<file path="src/rtl/shift_add_multiplier.sv">
// Sequential unsigned shift-add multiplier: one multiplier bit per ADD/SHIFT cycle pair,
// with a ready/start handshake and a one-cycle done pulse that accompanies each new product.
module shift_add_multiplier #(
   parameter int WIDTH = 8
) (
   input  logic                 clk,
   input  logic                 rst,
   input  logic                 start_i,
   input  logic [WIDTH-1:0]     multiplicand_i,
   input  logic [WIDTH-1:0]     multiplier_i,
   output logic                 ready_o,
   output logic [2*WIDTH-1:0]   product_o,
   output logic                 done_o
);

   localparam int CW = $clog2(WIDTH) + 1;

   typedef enum logic [1:0] {
      S_IDLE,
      S_ADD,
      S_SHIFT,
      S_DONE
   } state_t;

   state_t               r_state;
   state_t               w_state_next;
   logic [WIDTH-1:0]     r_m;
   logic [WIDTH-1:0]     r_q;
   logic [WIDTH:0]       r_acc;
   logic [CW-1:0]        r_cnt;
   logic [2*WIDTH-1:0]   r_product;

   logic                 w_accept;
   logic [WIDTH:0]       w_acc_shift;
   logic [WIDTH-1:0]     w_q_shift;
   logic [CW-1:0]        w_cnt_inc;
   logic                 w_last;

   assign ready_o   = (r_state == S_IDLE) || (r_state == S_DONE);
   assign done_o    = (r_state == S_DONE);
   assign product_o = r_product;
   assign w_accept  = start_i && ready_o;

   // {carry, acc_hi, Q} shifted right by one as a single 2*WIDTH+1 bit word
   assign w_acc_shift = {1'b0, r_acc[WIDTH:1]};
   assign w_q_shift   = {r_acc[0], r_q[WIDTH-1:1]};
   assign w_cnt_inc   = r_cnt + 1'b1;
   assign w_last      = (w_cnt_inc == CW'(WIDTH));

   always_comb begin
      w_state_next = r_state;
      case (r_state)
         S_IDLE:  if (w_accept) w_state_next = S_ADD;
         S_ADD:   w_state_next = S_SHIFT;
         S_SHIFT: w_state_next = w_last ? S_DONE : S_ADD;
         S_DONE:  w_state_next = w_accept ? S_ADD : S_IDLE;
         default: w_state_next = S_IDLE;
      endcase
   end

   always_ff @(posedge clk) begin
      if (rst) begin
         r_state   <= S_IDLE;
         r_m       <= '0;
         r_q       <= '0;
         r_acc     <= '0;
         r_cnt     <= '0;
         r_product <= '0;
      end else begin
         r_state <= w_state_next;
         if (w_accept) begin
            r_m   <= multiplicand_i;
            r_q   <= multiplier_i;
            r_acc <= '0;
            r_cnt <= '0;
         end else begin
            case (r_state)
               S_ADD: begin
                  if (r_q[0]) r_acc <= r_acc + {1'b0, r_m};
               end
               S_SHIFT: begin
                  r_acc <= w_acc_shift;
                  r_q   <= w_q_shift;
                  r_cnt <= w_cnt_inc;
                  // Publish the post-shift value on the same edge that enters DONE
                  if (w_last) r_product <= {w_acc_shift[WIDTH-1:0], w_q_shift};
               end
               default: ;
            endcase
         end
      end
   end

endmodule

</file>
<file path="config.mk">
export PLATFORM = sky130hd
export DESIGN_NAME = shift_add_multiplier
export DESIGN_NICKNAME = d
export VERILOG_FILES = /design/src/rtl/shift_add_multiplier.sv
export SDC_FILE = /design/constraint.sdc
export NUM_CORES = 1
export LEC_CHECK = 0
export BUFFER_PORTS_ARGS = -buffer_cell sky130_fd_sc_hd__buf_2
export CAP_MARGIN = 5
export CELL_PAD_IN_SITES_DETAIL_PLACEMENT = 1
export CELL_PAD_IN_SITES_GLOBAL_PLACEMENT = 1
export CORE_UTILIZATION = 41
export DETAILED_ROUTE_END_ITERATION = 8
export PLACE_DENSITY_LB_ADDON = 0.1
export SYNTH_ARGS = -nofsm -noshare
export SYNTH_HDL_FRONTEND = slang
export SYNTH_SLANG_ARGS = --single-unit
</file>
<file path="constraint.sdc">
create_clock -name clk -period 2.4 [get_ports clk]
set_clock_uncertainty 0.2 [all_clocks]
set_input_delay 0.48 -clock clk [delete_from_list [all_inputs] [get_ports clk]]
set_output_delay 0.48 -clock clk [all_outputs]
set_load 0.01 [all_outputs]
</file>
Word-level counts from Yosys, hierarchy flattened:

Index checks and enable logic that the tools add are counted.

* $add $sub $neg: 2
* equal/unequal tests: 6
* mux-type cells: 8
* bitwise operators: 1
* reduce and logical (&&, ||, !) cells: 8

Operators by type and width (count)
* case mux 9 bit (2 select lines): 1
* 2-to-1 mux 8 bit: 2
* adder 9 x 8 -> 9 bit: 1
* 2-to-1 mux 9 bit: 1
* case mux 2 bit (4 select lines): 1
* adder 4 x 1 -> 4 bit (second input constant): 1
* == test 2 bit (second input constant): 2
* == test 4 bit (second input constant): 1
* 2-to-1 mux 2 bit: 2
* inequality test 2 bit (second input constant): 2
* nonzero test 2 bit: 2
* AND reduction 3 bit: 1
* == test 2 x 1 -> 1 bit (second input constant): 1
* logical NOT 2 bit: 1
* AND reduction 2 bit: 1
* OR reduction 2 bit: 1
* logical AND 1 bit: 1
* logical OR 1 bit: 1
* 2-to-1 mux 1 bit: 1
* NOT 1 bit: 1

* flip-flop bits (word level): 47
* input bits: 19
* output and inout bits: 18
* logic and storage cells: 31

Logic depth before layout (Yosys ltp):

* depth in word-level cells: 5
* gate-level depth with buffers: 8
* mapped depth without buffers: 8

Worst setup path after synthesis:

OpenSTA, ideal clock, no wires.

* path type: register to register
* start: register r_acc[0]
* end: register r_acc[8]
* library setup time: 0.122 ns
* arrival time: 1.754 ns
* required time: 2.078 ns
* path slack: 0.324 ns
* cell stages (with the launch flop): 9
* path buffers: 0
* clock period less this slack: 2.076 ns
* cells stage by stage: dfxtp_1 -> ha_1 -> inv_1 -> fa_1 -> nor2b_1 -> o31ai_1 -> a21oi_1 -> mux2i_1 -> a311o_1

* cells in the longest elaborated chain, start to end: 3

Ends and longest elaborated chain
* from (decl): RTL line 29 `logic [WIDTH:0] r_acc;`
* from (signal assigned): RTL line 79 `if (r_q[0]) r_acc <= r_acc + {1'b0, r_m};`
* from (signal assigned): RTL line 82 `r_acc <= w_acc_shift;`
* adder 9 x 8 -> 9 bit: RTL line 79
* 2-to-1 mux 9 bit: RTL line 79
* case mux 9 bit (2 select lines): RTL line 77 `case (r_state)`

Every way passes these cells. The select of a mux whose other input is x is not followed.
A chain may end at the register's enable or synchronous reset.

Worst setup path in the final report:

Ends and elaborated chain as after synthesis.

==> metrics <==
layout cells sized above 1=21.5%; first-pass GRT wire length=9450 um; post-DP HPWL=3950 um; Max Cap Violations=0; syn nets=between 200 and 300; Skew-Pair Late Insertion Delay=approximately 310 ps; DRT iter0 DRCs=43; area taken by flip-flops and latches=942 um2; Hold Crit Depth=3; critical path required time=approximately 2400 ps; Via density=5.32; final hold violation count=0; GR Overflow Total=0; Worst slew margin=between 70% and 80%; Hold Path Sink=r_m[1]; EDFF count, synth=0; Worst Hold Class=input port to register; area occupied by multi-input gates=1280 um2; vias in the first global route=1995; fin nets=332; DRT antenna net count=0; initial antenna violation count=0; peak supply drop=~0.36 mV; RSZ-0062 raised after global routing=no; Worst Setup End Kind=register; Total Neg Setup Slack=0 ps; clk buf depth=2; library cells used by synthesis=39; gpl congestion=roughly 0.74; Syn Area/Cell=9.11 um2; largest area contributor in the netlist=dfxtp_1; Primary FF master, synth=dfxtp_1; # IOs=37; Reg2Reg Setup Slack=160 ps; TritonCTS clock tree=done; ys async rst share=0%; status=finished, final reports clean; top cell type's share of synthesized area=between 40% and 50%; achievable clock frequency=0.447 GHz; final worst path period share=93.3%; Hold WS=199 ps; Worst-Margin Slew=~430 ps; Initial Util=43.7%; Final Slew Violations=0; leakage power=0.00115 uW; overall die area=5930 um2; chip height=around 77 um; Period minus WS final=2240 ps; largest net degree at the start of global routing=33; R2R Path Start=r_acc[0]; most common cell in the netlist=dfxtp_1; Arr. time, crit path=2240 ps; Post-Syn Area=2300 um2; # port buffers=36; worst-path maximum fanout=4; CTS clk-pin slew, worst paths=90 ps; # clock sinks=47; synthesized flop and latch total=47; Total Routing Usage GR=20.4%; fillers=658; chip width=77.0 um; H-tree depth=2; DRT Wirelength=5540 um; cells after synthesis=253; Critical Path Start Type=register; hold_sp=multiplicand_i[1]; area delta synth->final=19.5%; power per cell area=between 800 and 900 nW/um2; critical path class=register to register; CORE AREA=5270 um2; sequential area share after synthesis=40.8%; main area contributors after synthesis=dfxtp_1, mux2i_1, ha_1, a211oi_1, nor2_1; drt wl/cell=15.0 um; CTS root buf=clkbuf_8; TritonCTS buffer count=5; Reg-to-Reg End=r_acc[8]; R2R depth=8; std cell rows=26; final setup violation count=0; drt drc=0; most common library cells after synthesis=dfxtp_1, nor2_1, mux2i_1, nand2_1, a21oi_1; # diodes=0; total iterations of the first detailed-routing run=4; Vias=1956; Syn. warnings=0
what timing repair did:
| action | CTS | global route |
|---|---|---|
| endpoints found under the setup margin | 2 | 2 |
| pin swaps | 1 | 0 |
| setup buffers | 2 | 0 |
| resized for setup | 0 | 3 |
| hold buffers | 0 | 0 |
| gates cloned | 0 | 0 |
per-layer routing:
| metal | vias up | routed length, um | track usage (%) |
|---|---|---|---|
| met1 | 943 | 2630 | 25.3 |
| li1 | 970 | - | - |
| met5 | - | 0 | 0 |
| met4 | 0 | 118 | 8.87 |
| met3 | 10 | 180 | 4.40 |
| met2 | 33 | 2610 | 33.8 |
worst max path at each step:
stage / from / to / depth (start not counted)
2_1_floorplan: r_acc[0] / r_acc[8] / 8
3_3_place_gp: r_cnt[0] / product_o[2] / 6
3_5_place_dp: r_state[0] / product_o[5] / 6
4_1_cts: r_acc[0] / r_acc[8] / 8
5_1_grt: r_state[0] / r_acc[7] / 7
6_report: r_acc[0] / r_acc[8] / 8
through the flow:
step,setup WS [ps],utilization (%),instance area [um2],instances,total power (uW)
after floorplan,324,-,2300,253,1380
after global placement,46.8,49.3,2600,358,1580
after detailed placement,16.0,49.3,2600,358,1600
after CTS,50.3,52.1,2750,368,2230
after global routing,18.8,52.3,2750,368,2360
final,161,52.3,2750,368,2220
placed cells by master (no fill, tap or decap), drive strengths merged, types with 3 or more instances in the layout:
cell and instances:
nand2 27, nand3 3, buf 50, ha 15, xor2 6, clkbuf 6
nor2b 3, nor2 33, a21oi 18, a211oi 17, dfxtp 47, nor3 3
inv 8, mux2i 27, o21ai 9
flip-flops by register name, indices dropped and copies added, names as in the netlist:
register / count
product_o: 16
r_acc: 9
r_cnt: 4
r_m: 8
r_q: 8
r_state: 2
final cells by class:
class | instances | share of cell area [%]
tap | 70 | 3.18
sequential | 47 | 34.2
clock inverter | 2 | 1.41
timing repair buffer | 50 | 10.8
multi-input combinational | 186 | 46.4
clock buffer | 6 | 3.00
inverter | 7 | 0.954
cell families after synthesis:
logic type,Yosys count,synth area share [%]
and+or+nand+nor,78,15.5
buffers and inverters,20,3.91
AOI/OAI and AO/OA,57,16.0
xor gates and xnor gates,8,3.04
muxes,27,11.7
DFF,47,40.8
adders and majority gates,16,9.01
where the power goes:
group	internal [uW]	leakage [uW]	switching [uW]
Combinational	260	0.000707	377
Clock	343	0.0000618	288
Sequential	870	0.000383	77.1
Total	1470	0.00115	743
worst max-delay path, cell delays in order, from the launching register on:
cell and delay [ps]:
dfxtp_2 370, ha_2 200, inv_1 50, fa_1 410, nor2b_2 180, o31ai_1 120
a21oi_1 200, mux2i_1 90, a311o_1 310
(Power assumes the default switching activity.)
